--- config.mk ---
export PLATFORM = sky130hd
export DESIGN_NAME = sr595_frame_loader
export DESIGN_NICKNAME = d
export VERILOG_FILES = /design/src/rtl/sr595_frame_loader.sv
export SDC_FILE = /design/constraint.sdc
export NUM_CORES = 1
export LEC_CHECK = 0
export ABC_AREA = 0
export BUFFER_PORTS_ARGS = -buffer_cell sky130_fd_sc_hd__buf_2
export CAP_MARGIN = 20
export CORE_MARGIN = 2
export CORE_UTILIZATION = 41
export DETAILED_ROUTE_END_ITERATION = 16
export GPL_ROUTABILITY_DRIVEN = 1
export SETUP_SLACK_MARGIN = 0.15
export SLEW_MARGIN = 20
export SYNTH_ARGS = -nofsm -noshare
export SYNTH_HDL_FRONTEND = slang
export SYNTH_SLANG_ARGS = --single-unit
--- constraint.sdc ---
create_clock -name clk -period 1.8 [get_ports clk]
set_input_delay 0.45 -clock clk [delete_from_list [all_inputs] [get_ports clk]]
set_output_delay 0.45 -clock clk [all_outputs]
set_load 0.03 [all_outputs]
--- src/rtl/sr595_frame_loader.sv ---
// Frame loader modelling N_CHIPS cascaded 74x595 shift/storage registers and their sequencer.
// Optional SR595_LSB_FIRST_EN shifts frames LSB first instead of MSB first.
module sr595_frame_loader #(
    parameter int N_CHIPS = 1,
    localparam int W = 8 * N_CHIPS
) (
    input  logic         clk,
    input  logic         rst,
    input  logic [W-1:0] in_data,
    input  logic         in_valid,
    output logic         in_ready,
    input  logic         abort,
    input  logic         oe_n,
    output logic [W-1:0] q,
    output logic         q_en,
    output logic         ser_out,
    output logic         done
);
    localparam int CW = (W > 1) ? $clog2(W) : 1;

    typedef enum logic [1:0] {
        IDLE  = 2'd0,
        SHIFT = 2'd1,
        LATCH = 2'd2
    } state_t;

    state_t        state;
    logic [W-1:0]  tx;
    logic [W-1:0]  sr;
    logic [CW-1:0] cnt;
    logic [W-1:0]  q_reg;

    // Handshake: a frame transfers on an edge where in_valid && in_ready and abort is low.
    assign in_ready = (state == IDLE);
    assign q        = q_reg;
    assign q_en     = ~oe_n;

`ifdef SR595_LSB_FIRST_EN
    assign ser_out = sr[0];
`else
    assign ser_out = sr[W-1];
`endif

    always_ff @(posedge clk or posedge rst) begin
        if (rst) begin
            state <= IDLE;
            tx    <= '0;
            sr    <= '0;
            cnt   <= '0;
            q_reg <= '0;
            done  <= 1'b0;
        end else begin
            done <= 1'b0;
            if (abort && state != IDLE) begin
                // Cancelling a frame keeps the previously latched outputs intact.
                state <= IDLE;
                sr    <= '0;
                tx    <= '0;
                cnt   <= '0;
            end else begin
                case (state)
                    IDLE: begin
                        if (abort) begin
                            sr <= '0;
                        end else if (in_valid) begin
                            tx    <= in_data;
                            cnt   <= '0;
                            state <= SHIFT;
                        end
                    end
                    SHIFT: begin
`ifdef SR595_LSB_FIRST_EN
                        sr <= {tx[0], sr[W-1:1]};
                        tx <= {1'b0, tx[W-1:1]};
`else
                        sr <= {sr[W-2:0], tx[W-1]};
                        tx <= {tx[W-2:0], 1'b0};
`endif
                        cnt <= cnt + 1'b1;
                        if (cnt == CW'(W - 1)) begin
                            state <= LATCH;
                        end
                    end
                    LATCH: begin
                        q_reg <= sr;
                        done  <= 1'b1;
                        state <= IDLE;
                    end
                    default: state <= IDLE;
                endcase
            end
        end
    end
endmodule

==> results of run 1 <==
[per-stage QoR]
stage	cells	cell area [µm²]	worst slack [ns]
floorplan	105	1280	0.4657
global placement	160	1419	0.2373
detailed placement	160	1419	0.2265
CTS	168	1481	0.1738
global route	168	1488	0.1787
finish	168	1488	0.2536
[routing by layer]
layer  vias to the layer above  share of wire [%]  track usage (%)
li1                        421                  -                -
met4                         0                1.3            6.667
met5                         -                  0                0
met1                       410                 47            17.88
met2                        22                 48            20.50
met3                         2                4.2            3.896
[layout make-up]
cell class / count / area [µm²]
fillers: 288 / 1515
repair buffers: 27 / 145.1
multi-input cells: 65 / 470.5
inverters: 5 / 18.77
flip-flops and latches: 30 / 752.0
clock buffers: 7 / 55.05
well taps: 33 / 41.29
clock inverters: 1 / 5.005
[worst register-to-register path: stages (launching register included)]
cell,delay (ns)
sky130_fd_sc_hd__dfrtp_1,0.47
sky130_fd_sc_hd__nor3b_1,0.26
sky130_fd_sc_hd__buf_4,0.21
sky130_fd_sc_hd__mux2_2,0.35
[power groups by stage]
stage | Sequential (mW) | Clock (mW) | Combinational [mW]
after global routing | 0.741 | 0.458 | 0.170
after CTS | 0.736 | 0.426 | 0.153
after global placement | 0.747 | 0 | 0.147
after floorplan | 0.756 | 0 | 0.103
after detailed placement | 0.749 | 0 | 0.152
final | 0.736 | 0.408 | 0.149
[how the worst min path moves through the flow]
stage          startpoint  endpoint  depth (start not counted)
6_report              rst     tx[4]                          3
5_1_grt               rst     tx[3]                          3
4_1_cts               rst     tx[4]                          3
3_5_place_dp        tx[7]     tx[7]                          1
3_3_place_gp        tx[2]     tx[2]                          1
2_1_floorplan       tx[1]     tx[1]                          1
[repair_timing]
action,4_1_cts,5_1_grt
hold buffers,0,0
endpoints found under the setup margin,1,1
resized for setup,1,2
[placed cells by master (no fill, tap or decap), types with 4 or more instances in the layout]
| cell type | count |
|---|---|
| sky130_fd_sc_hd__clkbuf_4 | 5 |
| sky130_fd_sc_hd__inv_1 | 5 |
| sky130_fd_sc_hd__mux2i_1 | 9 |
| sky130_fd_sc_hd__buf_2 | 23 |
| sky130_fd_sc_hd__nand2_1 | 17 |
| sky130_fd_sc_hd__a21oi_1 | 8 |
| sky130_fd_sc_hd__buf_4 | 4 |
| sky130_fd_sc_hd__o2bb2ai_1 | 7 |
| sky130_fd_sc_hd__dfrtp_1 | 29 |
| sky130_fd_sc_hd__mux2_2 | 9 |
[kinds of logic (layout without fill, tap and decap cells)]
logic type                 after synthesis  in the layout  share of synthesized area, %
DFF                                     30             30                         58.65
and+or+nand+nor                         26             26                         9.092
AOI/OAI and AO/OA                       19             19                         10.36
muxes                                   18             18                         14.96
buffers and inverters                   10             40                         4.985
adders and majority gates                2              2                         1.955
==> results.json, run 1 <==
{
  "cellPowerDensity_nw_per_um2": 869.5,
  "detail-route-antenna-nets": 0,
  "grt_first_pass_wirelength_mm": 3.588,
  "combinationalPowerShare_pct": 11.5,
  "chipHeight_um": 59.88,
  "num_io_pins": 25,
  "cts.htree.levels": 2,
  "synth.top_cells.by_count": "30 x sky130_fd_sc_hd__dfrtp_1, 17 x sky130_fd_sc_hd__nand2_1, 9 x sky130_fd_sc_hd__mux2_2, 9 x sky130_fd_sc_hd__mux2i_1, 8 x sky130_fd_sc_hd__a21oi_1",
  "critical_path_class": "reg2out",
  "cp_data_required_time_ns": 1.35,
  "rr_endpoint": "q[5]",
  "detail_route.wirelength_mm": 2.119,
  "synth.net_count": 120,
  "timing.final.setup_violations": 0,
  "worst_hold_margin_ns": 0.1796,
  "grt_max_degree": 31,
  "slowest_stage": "sky130_fd_sc_hd__dfrtp_1",
  "via_per_inst": 5.089,
  "remaining_design_rule_violation_count": 0,
  "setup.reg_to_reg.worst_slack_ns": 0.40,
  "synth_area_um2": 1280,
  "antenna_violations_before_repair": 0,
  "route.vias.total": 855,
  "rsz0062_at_grt": "false",
  "critical_path_endpoint_category": "output port",
  "worstPathArrival_ns": 1.10,
  "number_of_global_route_vias_before_repair": 805,
  "critical_path.startpoint": "state[0]",
  "fmaxAchievable_mhz": 646.7,
  "clock_skew_ns": 0.005375,
  "core_region_area_um2": 3003,
  "synth.top_cell.area_share_pct": 58.65,
  "synth_flop_cell": "sky130_fd_sc_hd__dfrtp_1",
  "timing.critical_path.from_type": "flop",
  "final-max-slew-violation-count": 0,
  "path_delay_family": "flip-flops",
  "flow.area_growth_from_synthesis_pct": 16.23,
  "critical_path_depth": 2,
  "cts.repair_timing.setup_buffer_count": 0,
  "starting_density_of_the_core_pct": 42.63,
  "maximum_fanout_count_along_the_critical_path": 6,
  "number_of_synthesized_flops_with_an_enable_pin": 0,
  "avgSynthCellArea_um2": 12.19,
  "power.total_mw": 1.294,
  "final_nets": 149,
  "hold_path_class": "in2async",
  "synthArstFlopShare_pct": 100.0,
  "clock_tree.buffer_depth": 2,
  "drv.max_cap_violation_count": 0,
  "number_of_failing_hold_endpoints_at_the_final_stage": 0,
  "yosysWarnings": 0,
  "worst_slew_pin_slew_ns": 0.5329,
  "fp.dieArea_um2": 3585,
  "worst_setup_hold_path_clk_slew_ns": 0.09,
  "cp_num_buf_inv": 1,
  "worst_ir_drop_vdd_uv": 394.8,
  "postLayoutCoreUtil_pct": 49.54,
  "power.clock.fraction_pct": 31.5,
  "power.internal_mw": 0.9639,
  "drt_iter0_drc": 20,
  "timing.setup.tns_ns": 0,
  "cp_cell_sequence": "nor2_4 -> buf_4",
  "detailedRoute.firstPassIterationCount": 2,
  "sw_frac_of_total_pct": 25.48,
  "layout-drive-gt1-share_pct": 34.07,
  "outcome": "complete, no violations",
  "clk_root_buffer_cell": "sky130_fd_sc_hd__clkbuf_4",
  "synth.ff_latch_count": 30,
  "clock-sinks": 30,
  "routed_wire_per_std_cell_um": 12.61,
  "grt_usage_pct": 13.59,
  "synth_cell_type_count": 19,
  "port_buffers": 24,
  "dp.final_hpwl_mm": 1.515,
  "leakage_nw": 0.7602,
  "die-width_um": 59.88,
  "ys_top_cells_by_area": "sky130_fd_sc_hd__dfrtp_1 59%, sky130_fd_sc_hd__mux2_2 7.9%, sky130_fd_sc_hd__mux2i_1 7.0%",
  "diodes": 0,
  "worstSetupEndpoint": "in_ready",
  "clock_insertion_delay_worst_skew_ns": 0.32,
  "critical-path-max-stage-delay_ns": 0.47,
  "syn-instance-count": 105,
  "fp-row-count": 20,
  "gp_routability_congestion": 0.6558,
  "synth_top_area_cell": "sky130_fd_sc_hd__dfrtp_1",
  "post-synth-top-count-cell": "sky130_fd_sc_hd__dfrtp_1",
  "numCtsBuffers": 5,
  "tritoncts": "yes",
  "period_minus_slack_ns": 1.546,
  "grt_overflow_total": 0,
  "share_seq_of_total_power_pct": 56.9,
  "synth-seq-area-share_pct": 58.65,
  "netSwitchingPower_mw": 0.3296,
  "timing.final.crit_share_pct": 85.91,
  "timing.max_slew.rel_slack_pct": 64.24,
  "worst-r2r-cell-count": 3,
  "r2r-start": "state[0]"
}
Note: power is estimated with default switching activity, not from simulation.
==> run 2: changes to the inputs <==
--- a/config.mk
+++ b/config.mk
@@ -9,4 +9,5 @@
 export BUFFER_PORTS_ARGS = -buffer_cell sky130_fd_sc_hd__buf_2
 export CAP_MARGIN = 20
+export CORE_ASPECT_RATIO = 1.1
 export CORE_MARGIN = 2
 export CORE_UTILIZATION = 41
==> constraint.sdc (replaced) <==
create_clock -name clk -period 1.8 [get_ports clk]
set_input_delay 0.18 -clock clk [delete_from_list [all_inputs] [get_ports clk]]
set_output_delay 0.18 -clock clk [all_outputs]
set_load 0.03 [all_outputs]
==> results.json, run 2 (same netlist as run 1, synthesis figures left out) <==
{
  "worstPathArrival_ns": 1.70,
  "timing.setup.tns_ns": 0,
  "power.internal_mw": 1.040,
  "number_of_cells_upsized_or_downsized_after_cts": 0,
  "drv.max_cap_violation_count": 0,
  "maximum_fanout_count_along_the_critical_path": 13,
  "detail-route-antenna-nets": 0,
  "starting_density_of_the_core_pct": 42.36,
  "rr_endpoint": "cnt[0]",
  "fmaxAchievable_mhz": 680.4,
  "fp-row-count": 21,
  "clock_insertion_delay_worst_skew_ns": 0.33,
  "share_seq_of_total_power_pct": 53.2,
  "grt_usage_pct": 15.30,
  "numCtsBuffers": 5,
  "period_minus_slack_ns": 1.470,
  "cellPowerDensity_nw_per_um2": 920.5,
  "port_buffers": 24,
  "setup.reg_to_reg.worst_slack_ns": 0.33,
  "clock-sinks": 30,
  "netSwitchingPower_mw": 0.3418,
  "grt_max_degree": 31,
  "worst_hold_path.endpoint": "tx[0]",
  "num_io_pins": 25,
  "timing.max_slew.rel_slack_pct": 64.84,
  "commonest_cells_after_routing_fill_and_taps_aside": "30 x sky130_fd_sc_hd__dfrtp_1, 24 x sky130_fd_sc_hd__buf_2, 17 x sky130_fd_sc_hd__nand2_1",
  "die-width_um": 57.28,
  "remaining_design_rule_violation_count": 0,
  "worst-r2r-cell-count": 3,
  "detail_route.wirelength_mm": 2.263,
  "final_nets": 149,
  "route.vias.total": 870,
  "routed_wire_per_std_cell_um": 13.39,
  "fp.dieArea_um2": 3585,
  "cp_cell_sequence": "nand2b_1 -> nor2_1 -> mux2_2",
  "cp_data_required_time_ns": 2.03,
  "clock_skew_ns": 0.007837,
  "commonest_non_fill_non_tap_cell_in_the_layout": "sky130_fd_sc_hd__dfrtp_1",
  "timing.critical_path.from_type": "flop",
  "worst_hold_margin_ns": 0.07194,
  "timing.final.setup_violations": 0,
  "diodes": 0,
  "critical_path_class": "reg2reg",
  "gp_routability_congestion": 0.7304,
  "dp.final_hpwl_mm": 1.553,
  "slowest_stage": "sky130_fd_sc_hd__nand2b_1",
  "leakage_nw": 0.7679,
  "hold_path_class": "in2reg",
  "critical_path_endpoint_category": "flop",
  "r2r-start": "state[1]",
  "drt_iter0_drc": 11,
  "grt_overflow_total": 0,
  "number_of_global_route_vias_before_repair": 881,
  "layout.filler_cells": 284,
  "cts.htree.levels": 2,
  "clk_root_buffer_cell": "sky130_fd_sc_hd__clkbuf_4",
  "layout-drive-gt1-share_pct": 33.33,
  "worst_slew_pin_slew_ns": 0.5274,
  "critical-path-max-stage-delay_ns": 0.47,
  "worst_setup_hold_path_clk_slew_ns": 0.09,
  "antenna_violations_before_repair": 0,
  "sw_frac_of_total_pct": 24.73,
  "chipHeight_um": 62.60,
  "via_per_inst": 5.148,
  "whs_path_depth": 3,
  "combinationalPowerShare_pct": 10.9,
  "power.clock.fraction_pct": 35.9,
  "timing.final.crit_share_pct": 81.65,
  "worst_ir_drop_vdd_uv": 519.4,
  "grt_first_pass_wirelength_mm": 4.071,
  "flow.area_growth_from_synthesis_pct": 17.30,
  "hold_start": "in_data[0]",
  "detailedRoute.firstPassIterationCount": 3,
  "number_of_failing_hold_endpoints_at_the_final_stage": 0,
  "tritoncts": "yes",
  "outcome": "complete, no violations",
  "rsz0062_at_grt": "false",
  "cts.repair_timing.setup_buffer_count": 0,
  "clock_tree.buffer_depth": 2,
  "core_region_area_um2": 3022,
  "final-max-slew-violation-count": 0
}
run 2: cell types whose count changed in the layout (fill, tap and decap cells not counted), sizes merged:
cell and change:
clkbuf +1, dlygate4sd3 +1, clkinv -1, buf -1
run 2: timing repair:
item                                    in CTS  in global routing
hold buffers                                 1                  0
endpoints found under the setup margin       0                  0
endpoints found under the hold margin       30                  0
run 2: per-stage QoR:
| step | total power, mW | setup WS (ns) | instance area [µm²] | cells | util [%] |
|---|---|---|---|---|---|
| 2_1_floorplan | 0.8590 | 0.4657 | 1280 | 105 | - |
| 3_3_place_gp | 0.8917 | 0.3980 | 1413 | 160 | 46.75 |
| 3_5_place_dp | 0.9011 | 0.3146 | 1413 | 160 | 46.75 |
| 4_1_cts | 1.403 | 0.3029 | 1501 | 169 | 49.69 |
| 5_1_grt | 1.457 | 0.1771 | 1501 | 169 | 49.69 |
| 6_report | 1.382 | 0.3303 | 1501 | 169 | 49.69 |
run 2: layout make-up:
type                    count  area [µm²]  area share, %
clock buffers               8       78.83          5.250
flip-flops and latches     30       750.7          50.00
inverters                   5       18.77          1.250
multi-input cells          65       465.4          31.00
well taps                  34       42.54          2.833
repair buffers             27       145.1          9.667
run 2: power groups by stage:
stage / registers (mW) / clock network [mW] / logic, mW
finish: 0.735 / 0.497 / 0.150
global route: 0.740 / 0.549 / 0.168
CTS: 0.736 / 0.513 / 0.154
detailed placement: 0.749 / 0 / 0.152
global placement: 0.747 / 0 / 0.145
floorplan: 0.756 / 0 / 0.103
run 2: layer usage:
layer / routed length, µm / track usage, %
met5: 0 / 0
met4: 93 / 11.34
met3: 127 / 4.762
met2: 1049 / 22.84
met1: 993 / 18.22
run 2: worst max path at each step:
stage | start | end | slack, ns | cells after the start
4_1_cts | state[1] | cnt[0] | 0.30 | 3
3_5_place_dp | state[1] | cnt[0] | 0.31 | 3
3_3_place_gp | state[1] | cnt[0] | 0.40 | 3
2_1_floorplan | state[1] | tx[0] | 0.47 | 4
5_1_grt | state[1] | cnt[0] | 0.18 | 3
6_report | state[1] | cnt[0] | 0.33 | 3
run 2: worst max-delay path: cells and delay by family, from the launching register on:
family        cells  cell delay [ns]
mux               1             0.29
simple gates      2             0.63
flops             1             0.44
